File: src/rtl/regfile_port_arbiter.sv
// Round-robin sharing of one register-file read port and one write port between clients A and B.
// Zero-sweeps the RAM after reset; define REGFILE_WR_BYPASS_EN to forward same-cycle write data to a matching read.
module regfile_port_arbiter #(
    parameter int ADDR_W = 5,
    parameter int DATA_W = 4
) (
    input  logic              clk,
    input  logic              rst,
    input  logic              rd_req_a,
    input  logic [ADDR_W-1:0] rd_addr_a,
    output logic              rd_gnt_a,
    output logic              rd_valid_a,
    output logic [DATA_W-1:0] rd_data_a,
    input  logic              rd_req_b,
    input  logic [ADDR_W-1:0] rd_addr_b,
    output logic              rd_gnt_b,
    output logic              rd_valid_b,
    output logic [DATA_W-1:0] rd_data_b,
    input  logic              wr_req_a,
    input  logic [ADDR_W-1:0] wr_addr_a,
    input  logic [DATA_W-1:0] wr_data_a,
    output logic              wr_gnt_a,
    input  logic              wr_req_b,
    input  logic [ADDR_W-1:0] wr_addr_b,
    input  logic [DATA_W-1:0] wr_data_b,
    output logic              wr_gnt_b,
    output logic [ADDR_W-1:0] ram_rd_addr,
    output logic              ram_stall,
    input  logic [DATA_W-1:0] ram_rd_data,
    output logic [ADDR_W-1:0] ram_wr_addr,
    output logic [DATA_W-1:0] ram_wr_data,
    output logic              ram_wen,
    output logic              init_done
);

    typedef enum logic {INIT, RUN} state_t;

    localparam logic [ADDR_W-1:0] LAST_ADDR = '1;

    state_t            state, state_next;
    logic [ADDR_W-1:0] init_cnt;
    logic              rd_pri;
    logic              wr_pri;
    logic [ADDR_W-1:0] rd_addr_q;
    logic              rd_valid_a_q, rd_valid_b_q;
    logic [DATA_W-1:0] ret_data;

    // Priority pointers: 0 favours A, 1 favours B when both clients request.
    always_comb begin
        state_next  = state;
        rd_gnt_a    = 1'b0;
        rd_gnt_b    = 1'b0;
        wr_gnt_a    = 1'b0;
        wr_gnt_b    = 1'b0;
        ram_rd_addr = rd_addr_q;
        ram_stall   = 1'b1;
        ram_wen     = 1'b0;
        ram_wr_addr = '0;
        ram_wr_data = '0;
        if (rst) begin
            state_next = INIT;
            ram_wen    = 1'b1;
        end else begin
            case (state)
                INIT: begin
                    ram_wen     = 1'b1;
                    ram_wr_addr = init_cnt;
                    if (init_cnt == LAST_ADDR)
                        state_next = RUN;
                end
                RUN: begin
                    rd_gnt_a  = rd_req_a & (~rd_req_b | ~rd_pri);
                    rd_gnt_b  = rd_req_b & (~rd_req_a | rd_pri);
                    wr_gnt_a  = wr_req_a & (~wr_req_b | ~wr_pri);
                    wr_gnt_b  = wr_req_b & (~wr_req_a | wr_pri);
                    ram_stall = ~(rd_gnt_a | rd_gnt_b);
                    if (rd_gnt_a)
                        ram_rd_addr = rd_addr_a;
                    else if (rd_gnt_b)
                        ram_rd_addr = rd_addr_b;
                    ram_wen = wr_gnt_a | wr_gnt_b;
                    if (wr_gnt_a) begin
                        ram_wr_addr = wr_addr_a;
                        ram_wr_data = wr_data_a;
                    end else if (wr_gnt_b) begin
                        ram_wr_addr = wr_addr_b;
                        ram_wr_data = wr_data_b;
                    end
                end
                default: state_next = INIT;
            endcase
        end
    end

    always_ff @(posedge clk) begin
        if (rst) begin
            state        <= INIT;
            init_cnt     <= '0;
            rd_pri       <= 1'b0;
            wr_pri       <= 1'b0;
            rd_addr_q    <= '0;
            rd_valid_a_q <= 1'b0;
            rd_valid_b_q <= 1'b0;
            init_done    <= 1'b0;
        end else begin
            state <= state_next;
            if (state == INIT)
                init_cnt <= init_cnt + 1'b1;
            if (rd_gnt_a)
                rd_pri <= 1'b1;
            else if (rd_gnt_b)
                rd_pri <= 1'b0;
            if (wr_gnt_a)
                wr_pri <= 1'b1;
            else if (wr_gnt_b)
                wr_pri <= 1'b0;
            if (rd_gnt_a | rd_gnt_b)
                rd_addr_q <= ram_rd_addr;
            rd_valid_a_q <= rd_gnt_a;
            rd_valid_b_q <= rd_gnt_b;
            init_done    <= (state_next == RUN);
        end
    end

`ifdef REGFILE_WR_BYPASS_EN
    logic              byp_hit;
    logic [DATA_W-1:0] byp_data;

    // A read granted alongside a write to the same address returns the new data.
    always_ff @(posedge clk) begin
        if (rst) begin
            byp_hit  <= 1'b0;
            byp_data <= '0;
        end else begin
            byp_hit  <= ~ram_stall & (wr_gnt_a | wr_gnt_b) & (ram_rd_addr == ram_wr_addr);
            byp_data <= ram_wr_data;
        end
    end

    assign ret_data = byp_hit ? byp_data : ram_rd_data;
`else
    assign ret_data = ram_rd_data;
`endif

    // A reset landing on the return cycle drops the pending read.
    assign rd_valid_a = rd_valid_a_q & ~rst;
    assign rd_valid_b = rd_valid_b_q & ~rst;
    assign rd_data_a  = rd_valid_a ? ret_data : '0;
    assign rd_data_b  = rd_valid_b ? ret_data : '0;

endmodule

File: config.mk
export PLATFORM = sky130hd
export DESIGN_NAME = regfile_port_arbiter
export DESIGN_NICKNAME = d
export VERILOG_FILES = /design/src/rtl/regfile_port_arbiter.sv
export SDC_FILE = /design/constraint.sdc
export NUM_CORES = 1
export LEC_CHECK = 0
export CAP_MARGIN = 10
export CORE_MARGIN = 10
export CORE_UTILIZATION = 33
export CTS_CLUSTER_DIAMETER = 50
export CTS_CLUSTER_SIZE = 40
export DETAILED_ROUTE_END_ITERATION = 16
export PLACE_DENSITY_LB_ADDON = 0.25
export SYNTH_ARGS = -nofsm -noshare
export SYNTH_HDL_FRONTEND = slang
export SYNTH_SLANG_ARGS = --single-unit
File: constraint.sdc
create_clock -name clk -period 1.25 [get_ports clk]
set_input_delay 0.125 -clock clk [delete_from_list [all_inputs] [get_ports clk]]
set_output_delay 0.125 -clock clk [all_outputs]
set_load 0.005 [all_outputs]
=== Word level (Yosys, flattened, before mapping) ===
Index checks and enable logic that the tools add are counted.

* Bits of input ports: 38
* Output and inout port bits: 31
* Word-level logic and storage cells: 65
* Register bits after elaboration: 15

* Muxes and demuxes: 32
* Bitwise logic cells: 22
* Add/subtract/negate cells: 1
* Equal/unequal tests: 1
* Reductions and logical operators: 2

{| class="wikitable"
|+ Operators by type and width
! cell !! number
|-
| $mux 5 || 7
|-
| $mux 4 || 6
|-
| $mux 1 || 17
|-
| $pmux 5 s2 || 1
|-
| $not 1->1 || 9
|-
| $or 1x1->1 || 7
|-
| $and 1x1->1 || 6
|-
| $add 5x1->5 const B || 1
|-
| $eq 5x5->1 const B || 1
|-
| $reduce_bool 2->1 || 2
|-
| $pmux 1 s2 || 1
|}

=== Longest topological paths before layout ===
* Depth in word-level cells: 7
* Mapped depth: 5
* Depth with buffers taken out: 5

=== Worst setup path after synthesis ===
OpenSTA, ideal clock, no wires.

* Path type: reg-to-output
* Start point: register state
* End point: output port ram_rd_addr[0]
* Path buffers: 2
* Arrival time: 1.132 ns
* Required time: 1.125 ns
* Stages on the path, launching flop included: 6
* Path slack: -0.007 ns
* Path through: dfxtp_1 -> buf_6 -> nand2b_4 -> buf_6 -> or3b_1 -> o221a_2

* Word-level cells in the longest chain between the ends: 2

{| class="wikitable"
|+ Ends and longest elaborated chain
! item !! RTL line !! source
|-
| start, declared || 40 || <nowiki>state_t state, state_next;</nowiki>
|-
| start signal, assigned || 106 || <nowiki>state <= state_next;</nowiki>
|-
| $mux 5 || 64 || <nowiki>case (state)</nowiki>
|-
| $mux 5 || 60 || <nowiki>if (rst) begin</nowiki>
|-
| end, declared || 27 || <nowiki>output logic [ADDR_W-1:0] ram_rd_addr,</nowiki>
|}

No other way between the ends.

=== Final worst setup path ===
* Start point: register state
* End point: output port ram_wr_addr[1]

* Word-level cells in the longest chain between the ends: 3

{| class="wikitable"
|+ Ends and longest elaborated chain
! item !! RTL line !! source
|-
| $not 1->1 || -- ||
|-
| $pmux 5 s2 * || 64 ||
|-
| $mux 5 * || 60 ||
|-
| end, declared || 30 || <nowiki>output logic [ADDR_W-1:0] ram_wr_addr,</nowiki>
|}

Every way passes the cells marked *; elsewhere a longest branch is shown, timed or not.

==> results.ini <==
[status]
status=complete, but fails checks
failed_checks=negative setup slack

[synthesis]
syn_area_um2=1100
synth_largest_area_cell=dfxtp_1
synth-edff-count=0
syn_area_per_cell_um2=8.37
synth_seq_area_share_pct=27.2
synth_flop_cell=dfxtp_1
ys_ff_latch=15
post-synth-top-count-cell=nor2_1
yosys_warnings=0
synth.top_cell.area_share_pct=27.2
synth_nets=172
synth_cells=132
synth_cell_types=36
synthArstFlopShare_pct=0
synthTopCellsByCount=nor2_1 (17), dfxtp_1 (15), a211oi_1 (9), and2_1 (9), a32oi_1 (8)
synth_area_leaders=dfxtp_1 (27%), a32oi_1 (6.3%), mux2i_1 (6.3%), a211oi_1 (6.1%), nor2_1 (5.8%)

[grt]
antenna_found_initial=0
grt_pass1_vias=1485
gr-usage-all-layers_pct=15.3
overflow=0
grt_pass1_wl_um=7690
grt_most_used_layer=met2
use_met2_pct=31.1
grt_util_met3_pct=3.46
use_met1_pct=15.2
grt_max_degree=18

[pwr]
peakVddDrop_mv=0.487
netSwitchingFraction_pct=27.2
seqPwrFrac_pct=45.0
p_leak_nw=0.992
power_density_nw_per_um2=477
p_int_w=0.000800
p_switching_w=0.000299
clkPwrFrac_pct=25.7
combPwrFrac_pct=29.3

[critical_path]
end_kind=output port
startpoint=state$_SDFF_PP0_
crit_chain=and2b_2 > buf_6 > and3_4 > o2bb2ai_2 > buf_2
cp_top_family=simple AND/OR/NAND/NOR gates
r2r_start=state$_SDFF_PP0_
crit_end=ram_wr_addr[1]
cp.required_ns=1.12
critical_path_buf_inv_count=2
cpMaxStageDelayCell=dfxtp_4
rrSetupSlack_ns=0.03
cp-start-kind=register
reg2regPathDepth=5
cp.depth=5
cp_max_fo=4
critPathKind=register to output port
max_stage_delay_ns=0.37
timing.rr.end=init_cnt[3]$_SDFFE_PP0N_
arrival_ns=1.44

[cells_and_area]
drive_gt1_share_pct=49.8
regArea_um2=314
finish.instance_area_um2=2310
final_core_util_pct=73.7
diodes=0
nets=274
multi_input_area_um2=942
syn_to_final_growth_pct=109
fill_cells=224

[timing]
min_period_ns=1.57
fmax_mhz=637
maxSlewHeadroom_pct=73.3
hold_viol=0
fin_crit_sh_pct=126
slew_viol_final=0
setup_slack_ns=-0.319
skew_ns=0.0126
setup_viol=20
worstMarginPinSlew_ns=0.400
rsz0062_at_grt=true

[hold_path]
worst_hold_startpoint=rst
hold_class=input port to register

[detailed_routing]
drc_errors=0
wl_um=5100
via_count=1436
via_per_inst=5.18
drt_pass1_iterations=4
drt_iter0_drc=82
ant_nets=0
wl_per_cell_um=18.4

[clock_network]
cts_buffers=3
cts_hold_buf=0
insertion_delay_ns=0.29
clk_pin_slew_worst_paths_ns=0.10
h-tree-depth=1
cts_tree=built
clockBufferDepth=2
clock_sinks=15
cts_root_buffer=clkbuf_4

[job]
maxCapViolations=0

[floorplanning]
placementRows=20
dieWidth_um=77.9
start_util_pct=35.3
dieArea_um2=6060
io_pins=69
core_um2=3130
die_h_um=77.9

[place]
place.port_buffers=68
place_congestion=0.828
hpwlAfterDp_um=3510
place_area_um2=1970

area by class of cell:
cell class | count | area share, %
clock buffers | 3 | 0.977
clock inverters | 1 | 0.217
inverters | 4 | 0.651
multi-input cells | 104 | 40.9
flip-flops and latches | 15 | 13.6
well taps | 44 | 2.39
repair buffers | 106 | 41.3
routing by layer:
layer  vias to the layer above  share of wire [%]  routed length [µm]
met5                         -                  0                   0
met4                         0               0.67                  34
met3                         4                3.0                 155
met2                        31                 59                3030
met1                       705                 37                1880
li1                        696                  -                   -
flip-flops by register name, summed over array words and instances (netlist names):
register      cells
rd_pri            1
state             1
rd_valid_a_q      1
rd_valid_b_q      1
wr_pri            1
init_cnt          5
rd_addr_q         5
metrics by stage:
step	instances	hold slack, ns	setup WS, ns	TNS [ns]	total power, W
after detailed placement	259	0.456	-0.764	-21.26	0.000772
after floorplan	132	0.299	0.0213	0	0.000585
final	277	0.395	-0.319	-4.95	0.00110
after global placement	259	0.460	-0.701	-19.80	0.000763
after CTS	278	0.367	-0.319	-5.06	0.00109
after global routing	277	0.408	-0.371	-6.21	0.00115
worst reg2reg max path, stage by stage (launching register included):
cell      delay [ns]
dfxtp_4         0.37
buf_4           0.14
buf_12          0.14
nand4b_1        0.19
xor2_1          0.21
nor2_1          0.06
kinds of logic (layout without fill, tap and decap cells):
| group | Yosys count | after routing | share of synthesized area [%] |
|---|---|---|---|
| XOR/XNOR | 3 | 3 | 2.38 |
| AO/OA/AOI/OAI | 33 | 33 | 24.7 |
| AND/OR/NAND/NOR | 58 | 59 | 30.2 |
| buffers and inverters | 14 | 114 | 6.91 |
| flip-flops | 15 | 15 | 27.2 |
| adder cells (fa/ha/maj) | 2 | 2 | 2.26 |
| multiplexers | 7 | 7 | 6.34 |
cells in the final DEF, fill, tap and decap left out, drive strengths merged, types with 6 or more instances in the layout:
cell type	n
buf	66
clkdlybuf4s50	33
nor2	18
dfxtp	15
a211oi	9
and2	9
a32oi	8
nand2b	8
mux2i	7
dlygate4sd2	6
how the worst min path moves through the flow:
| stage | slack, ns | cells after the start | end |
|---|---|---|---|
| after detailed placement | 0.46 | 2 | rd_pri$_SDFFE_PP0P_ |
| after global placement | 0.46 | 2 | rd_pri$_SDFFE_PP0P_ |
| after floorplan | 0.30 | 1 | rd_valid_a |
| final | 0.39 | 3 | rd_addr_q[4]$_SDFFE_PP0P_ |
| after global routing | 0.41 | 3 | rd_addr_q[4]$_SDFFE_PP0P_ |
| after CTS | 0.37 | 3 | rd_addr_q[3]$_SDFFE_PP0P_ |
power groups by stage:
stage	combinational (W)	clock (W)	sequential, W
CTS	0.000305	0.000293	0.000492
global placement	0.000259	0	0.000504
floorplan	0.0000810	0	0.000504
finish	0.000322	0.000283	0.000495
detailed placement	0.000268	0	0.000504
global route	0.000340	0.000318	0.000497
what timing repair did:
action                                  4_1_cts  5_1_grt
cloned                                        1        0
pin swaps                                    30       12
endpoints found under the setup margin       33       36
buffers inserted                             15        3
resized for setup                           180       21
Power figures use the tool's default switching activity.
